$ cat config.mk
export PLATFORM = sky130hd
export DESIGN_NAME = fizz_buzz_stream
export DESIGN_NICKNAME = d
export VERILOG_FILES = /design/src/rtl/fizz_buzz_stream.sv
export SDC_FILE = /design/constraint.sdc
export NUM_CORES = 1
export LEC_CHECK = 0
export ABC_AREA = 0
export CORE_UTILIZATION = 56
export CTS_BUF_LIST = sky130_fd_sc_hd__clkbuf_4
export CTS_CLUSTER_SIZE = 20
export DETAILED_ROUTE_END_ITERATION = 8
export PLACE_DENSITY = 0.93
export SETUP_SLACK_MARGIN = 0.05
export SLEW_MARGIN = 30
export SYNTH_ARGS = -nofsm -noshare
export SYNTH_HDL_FRONTEND = slang
export SYNTH_SLANG_ARGS = --single-unit
$ cat constraint.sdc
create_clock -name clk -period 2.7 [get_ports clk]
set_input_delay 0.405 -clock clk [delete_from_list [all_inputs] [get_ports clk]]
set_output_delay 0.405 -clock clk [all_outputs]
set_load 0.005 [all_outputs]
$ cat src/rtl/fizz_buzz_stream.sv
// fizz_buzz_stream: steps a count from 0 to a programmable limit and emits one
// valid/ready beat per count value. Each beat carries a per-channel divisibility
// flag, tracked with residue counters so no divider is needed.
module fizz_buzz_stream #(
    parameter int unsigned NUM_DIV = 2,
    parameter int unsigned DIV_W   = 8,
    parameter int unsigned CNT_W   = 8
) (
    input  logic                     clk,
    input  logic                     resetn,
    input  logic                     cfg_valid,
    output logic                     cfg_ready,
    input  logic [NUM_DIV*DIV_W-1:0] cfg_div,
    input  logic [CNT_W-1:0]         cfg_limit,
    input  logic                     cfg_wrap,
    input  logic                     start,
    input  logic                     stop,
    output logic                     out_valid,
    input  logic                     out_ready,
    output logic [CNT_W-1:0]         out_count,
    output logic [NUM_DIV-1:0]       out_hit,
    output logic                     out_all,
    output logic                     busy,
    output logic                     done
);

    typedef enum logic [1:0] {
        S_IDLE = 2'd0,
        S_RUN  = 2'd1,
        S_DONE = 2'd2
    } state_t;

    state_t             r_state;
    state_t             w_state_nxt;

    logic [DIV_W-1:0]   r_div [NUM_DIV];
    logic [DIV_W-1:0]   r_res [NUM_DIV];
    logic [CNT_W-1:0]   r_limit;
    logic               r_wrap;
    logic [CNT_W-1:0]   r_count;
    logic               r_done;

    logic               w_run;
    logic               w_cfg_acc;
    logic               w_start;
    logic               w_stop;
    logic               w_xfer;
    logic               w_last;
    logic [NUM_DIV-1:0] w_hit;
    logic [NUM_DIV-1:0] w_en;

    // Handshake qualifiers; stop wins over a same-cycle transfer
    assign w_run     = (r_state == S_RUN);
    assign w_cfg_acc = cfg_valid && !w_run;
    assign w_start   = start && !w_run;
    assign w_stop    = stop && w_run;
    assign w_xfer    = w_run && out_ready && !stop;
    assign w_last    = (r_count == r_limit);

    // State register
    always_ff @(posedge clk) begin
        if (!resetn) begin
            r_state <= S_IDLE;
        end else begin
            r_state <= w_state_nxt;
        end
    end

    // Next-state logic
    always_comb begin
        w_state_nxt = r_state;
        case (r_state)
            S_IDLE, S_DONE: begin
                if (w_start) begin
                    w_state_nxt = S_RUN;
                end
            end
            S_RUN: begin
                if (w_stop) begin
                    w_state_nxt = S_IDLE;
                end else if (w_xfer && w_last && !r_wrap) begin
                    w_state_nxt = S_DONE;
                end
            end
            default: w_state_nxt = S_IDLE;
        endcase
    end

    // Configuration capture; only accepted outside a run
    always_ff @(posedge clk) begin
        if (!resetn) begin
            r_limit <= '0;
            r_wrap  <= 1'b0;
            for (int i = 0; i < int'(NUM_DIV); i++) begin
                r_div[i] <= '0;
            end
        end else if (w_cfg_acc) begin
            r_limit <= cfg_limit;
            r_wrap  <= cfg_wrap;
            for (int i = 0; i < int'(NUM_DIV); i++) begin
                r_div[i] <= cfg_div[i*DIV_W +: DIV_W];
            end
        end
    end

    // Count and residue stepping on each accepted beat
    always_ff @(posedge clk) begin
        if (!resetn) begin
            r_count <= '0;
            for (int i = 0; i < int'(NUM_DIV); i++) begin
                r_res[i] <= '0;
            end
        end else if (w_start) begin
            r_count <= '0;
            for (int i = 0; i < int'(NUM_DIV); i++) begin
                r_res[i] <= '0;
            end
        end else if (w_xfer) begin
            if (!w_last) begin
                r_count <= r_count + CNT_W'(1);
                for (int i = 0; i < int'(NUM_DIV); i++) begin
                    if (r_res[i] == r_div[i] - DIV_W'(1)) begin
                        r_res[i] <= '0;
                    end else begin
                        r_res[i] <= r_res[i] + DIV_W'(1);
                    end
                end
            end else if (r_wrap) begin
                r_count <= '0;
                for (int i = 0; i < int'(NUM_DIV); i++) begin
                    r_res[i] <= '0;
                end
            end
        end
    end

    // Sticky completion flag for one-shot runs
    always_ff @(posedge clk) begin
        if (!resetn) begin
            r_done <= 1'b0;
        end else if (w_cfg_acc || w_start || w_stop) begin
            r_done <= 1'b0;
        end else if (w_xfer && w_last && !r_wrap) begin
            r_done <= 1'b1;
        end
    end

    // Hit decode straight from the registered residues
    always_comb begin
        w_hit = '0;
        w_en  = '0;
        for (int i = 0; i < int'(NUM_DIV); i++) begin
            w_en[i]  = (r_div[i] != '0);
            w_hit[i] = w_en[i] && (r_res[i] == '0);
        end
    end

    assign out_valid = w_run;
    assign out_count = r_count;
    assign out_hit   = w_hit;
    assign out_all   = (|w_en) && (&(w_hit | ~w_en));
    assign busy      = w_run;
    assign done      = r_done;
    assign cfg_ready = !w_run;

endmodule

==> flow_summary.ini <==
[layout]
final_antenna_diode_count = 0
area.growth.synth_to_final_pct = 25.4
layout.cells.most_common = sky130_fd_sc_hd__clkdlybuf4s50_1
area_taken_by_multi_input_logic_gates_um2 = 1670
ff_latch_area_um2 = 1200
fillCellCount = 364
fraction_of_layout_cells_with_a_size_suffix_above_1_pct = 12.8
most-common-layout-cells = 43 x sky130_fd_sc_hd__clkdlybuf4s50_1, 36 x sky130_fd_sc_hd__dfxtp_1, 28 x sky130_fd_sc_hd__nand2_1, 21 x sky130_fd_sc_hd__and2_1, 21 x sky130_fd_sc_hd__buf_4
nets = 413

[sta]
setup_violations = 0
timing.final.max_slew_violations = 0
finClkSkew_ps = 8.87
timing.max_slew.rel_slack_pct = 52.7
final.min_clock_period_ps = 2590
worst_slew_pin_slew_ps = 710
timing_hold_violations_final = 0
timing.setup.tns_ps = 0
max_freq_ghz = 0.387
timing.final.crit_share_pct = 95.8
setup_repair_after_global_routing_missed_its_margin = true

[drt]
detail-route-antenna-nets = 0
avgRoutedWirePerCell_um = 16.4
routed-via-count = 2647
drt-vias-per-instance = 5.93
drt_first_iter_violations = 266
remaining_drc_errors = 0
wl_um = 7320
drt_first_pass_iters = 6

[synth]
synth_flop_cell = sky130_fd_sc_hd__dfxtp_1
number_of_flops_mapped_to_enable_cells_by_yosys = 16
synth_largest_area_cell = sky130_fd_sc_hd__dfxtp_1
synthesis.area_per_instance_um2 = 9.30
yosys.area.top_type_share_pct = 24.4
syn-instance-count = 317
postSynth.asyncResetShare_pct = 0
synth.net_count = 355
yosys_warnings = 0
syn-cell-area_um2 = 2950
synth_sequential_area_ratio_pct = 40.7
yosysUniqueCellTypes = 56
yosys_register_bits = 52
synth.area.top_cells = sky130_fd_sc_hd__dfxtp_1 24%, sky130_fd_sc_hd__edfxtp_1 16%, sky130_fd_sc_hd__xor2_1 5.9%, sky130_fd_sc_hd__xnor2_1 5.6%, sky130_fd_sc_hd__and2_1 4.5%

[critical_path]
critical-path-top-cell-by-count = sky130_fd_sc_hd__inv_2
r2r_setup_slack_ps = 180
end_kind = primary output
required_time_worst_endpoint_ps = 2300
worst-path-max-fanout = 2
timing.critical_path.cells = inv_2 > ha_4 > or4b_4 > nor4_4 > buf_4 > inv_2 > a31oi_1 > a21oi_1 > buf_2
cp_slowest_stage_delay_ps = 480
rr_worst_depth = 9
critical_path_class = flop to primary output
worst_setup_path_start_kind = flop
crit-reg2reg-capture = r_res[0][2]
critical-path-slowest-cell = sky130_fd_sc_hd__or4b_4
crit_arrival_ps = 2180
rr_startpoint = r_div[0][0]

[global_routing]
grt_max_degree = 26
grt-ovfl-total = 0
grt_antenna_before_repair = 0
first_global_vias = 2586
grt_first_pass_wirelength_um = 11800
overall_fraction_of_global_route_tracks_in_use_pct = 28.0

[cts]
cts_num_sinks = 52
cts.clk_slew.worst_paths_ps = 160
cts_tree = done
ctsLongestPathBuffers = 2
clock_network_latency_to_the_later_pin_of_the_worst_skew_pair_ps = 380
cts_root_buf = sky130_fd_sc_hd__clkbuf_4
htreeDepth = 2
cts_buffers = 5
hold_buffer_count_at_cts = 0

[die]
die_h_um = 74.6
initial_utilization_pct = 58.1
die-area_um2 = 5560
die-width_um = 74.6
core_um2 = 5070
boundaryPins = 46
core.rowCount = 26

[place]
gpl.final_weighted_congestion = 0.829
post-dp-hpwl_um = 5250
io_buffer_count = 45

[power_and_ir_drop]
power-per-cell-area_nw_per_um2 = 443
leak_pwr_nw = 1.38
post-layout-total-power_mw = 1.64
ir_worst_vdd_v = 0.000294

[job]
max_cap_viol_count = 0

[min_path]
timing.hold.worst.class = flop to flop
hold_path_depth = 1
whs_endpoint = r_limit[1]
timing.hold.worst.start = r_limit[1]

[run_status]
status = finished, final reports clean
## state kept, by name, summed over array words and instances (netlist names)
| name | count |
|---|---|
| r_div | 16 |
| r_state | 2 |
| r_limit | 8 |
| r_res | 16 |
| done | 1 |
| r_wrap | 1 |
| out_count | 8 |
## area by class of cell
| type | instances | area share [%] |
|---|---|---|
| Clock buffer | 5 | 1.02 |
| Clock inverter | 3 | 1.15 |
| Timing Repair Buffer | 66 | 16.2 |
| Inverter | 15 | 1.52 |
| Multi-Input combinational cell | 235 | 45.3 |
| Tap cell | 70 | 2.37 |
| Sequential cell | 52 | 32.5 |
## critical path: cells and delay by family (launching register included)
family	cells	cell delay [ps]
buf+inv	4	430
flops	1	450
compound gates	2	160
fa+ha+maj	1	130
simple gates	2	630
## per-layer routing
metal	vias to the layer above	wire length (um)	global-route usage [%]
met5	-	0	0
li1	1251	-	-
met2	106	3700	47.2
met4	0	174	12.2
met1	1273	3060	34.6
met3	17	383	5.96
## per-stage QoR
step | setup WS [ps] | cell area (um2) | hold slack (ps) | util, % | std cells
finish | 113 | 3700 | 525 | 72.9 | 446
global route | -4.49 | 3700 | 547 | 72.9 | 446
CTS | -34.2 | 3630 | 525 | 71.5 | 441
detailed placement | -70.5 | 3520 | 492 | 69.4 | 431
global placement | 91.0 | 3520 | 484 | 69.4 | 431
floorplan | 508 | 2950 | 470 | - | 317
## Yosys cell counts (2+ instances only)
cell type,n
sky130_fd_sc_hd__dfxtp_1,36
sky130_fd_sc_hd__nand2_1,28
sky130_fd_sc_hd__and2_1,21
sky130_fd_sc_hd__xor2_1,20
sky130_fd_sc_hd__xnor2_1,19
sky130_fd_sc_hd__a21oi_1,17
sky130_fd_sc_hd__edfxtp_1,16
sky130_fd_sc_hd__inv_1,15
sky130_fd_sc_hd__nor2_1,15
sky130_fd_sc_hd__nor3_1,14
sky130_fd_sc_hd__clkbuf_1,11
sky130_fd_sc_hd__a22o_1,8
sky130_fd_sc_hd__ha_1,7
sky130_fd_sc_hd__nor4_1,7
sky130_fd_sc_hd__a211oi_1,5
sky130_fd_sc_hd__nand2b_1,5
sky130_fd_sc_hd__nand4_1,5
sky130_fd_sc_hd__nor2b_1,5
sky130_fd_sc_hd__o211ai_1,5
sky130_fd_sc_hd__o21ai_0,5
sky130_fd_sc_hd__a31oi_1,4
sky130_fd_sc_hd__nor4b_1,4
sky130_fd_sc_hd__buf_4,3
sky130_fd_sc_hd__nor3b_1,3
sky130_fd_sc_hd__a2111oi_0,2
sky130_fd_sc_hd__a311oi_1,2
sky130_fd_sc_hd__and3_1,2
sky130_fd_sc_hd__nand3_1,2
sky130_fd_sc_hd__nand3b_1,2
sky130_fd_sc_hd__o22ai_1,2
sky130_fd_sc_hd__or4_1,2
## cell families after synthesis
group                    Yosys count  synth area share, %
adder cells (fa/ha/maj)            7                 2.97
AO/OA/AOI/OAI                     62                 15.2
flip-flops                        52                 40.7
AND/OR/NAND/NOR                  127                 25.3
XOR/XNOR                          39                 11.6
buffers and inverters             30                 4.24
## what timing repair did
item | 4_1_cts | 5_1_grt
setup endpoints to repair | 2 | 3
gates resized for setup | 13 | 6
hold endpoints to repair | 0 | 0
buffers inserted | 2 | 5
pin swaps | 2 | 3
## worst max-delay path by stage
stage	from	end	slack, ps	cells after the start
after floorplan	r_div[0][0]	out_all	510	7
after global placement	r_div[0][0]	out_all	90	8
after detailed placement	r_div[0][0]	out_all	-70	8
after CTS	r_div[0][1]	out_all	-30	9
after global routing	r_div[0][8]	out_hit[1]	-4	5
final	r_div[0][1]	out_all	110	9
## power by group
group          internal, mW  switching (mW)
clock                 0.194           0.260
sequential            0.839          0.0339
combinational         0.163           0.149
Note: power is estimated with default switching activity, not from simulation.
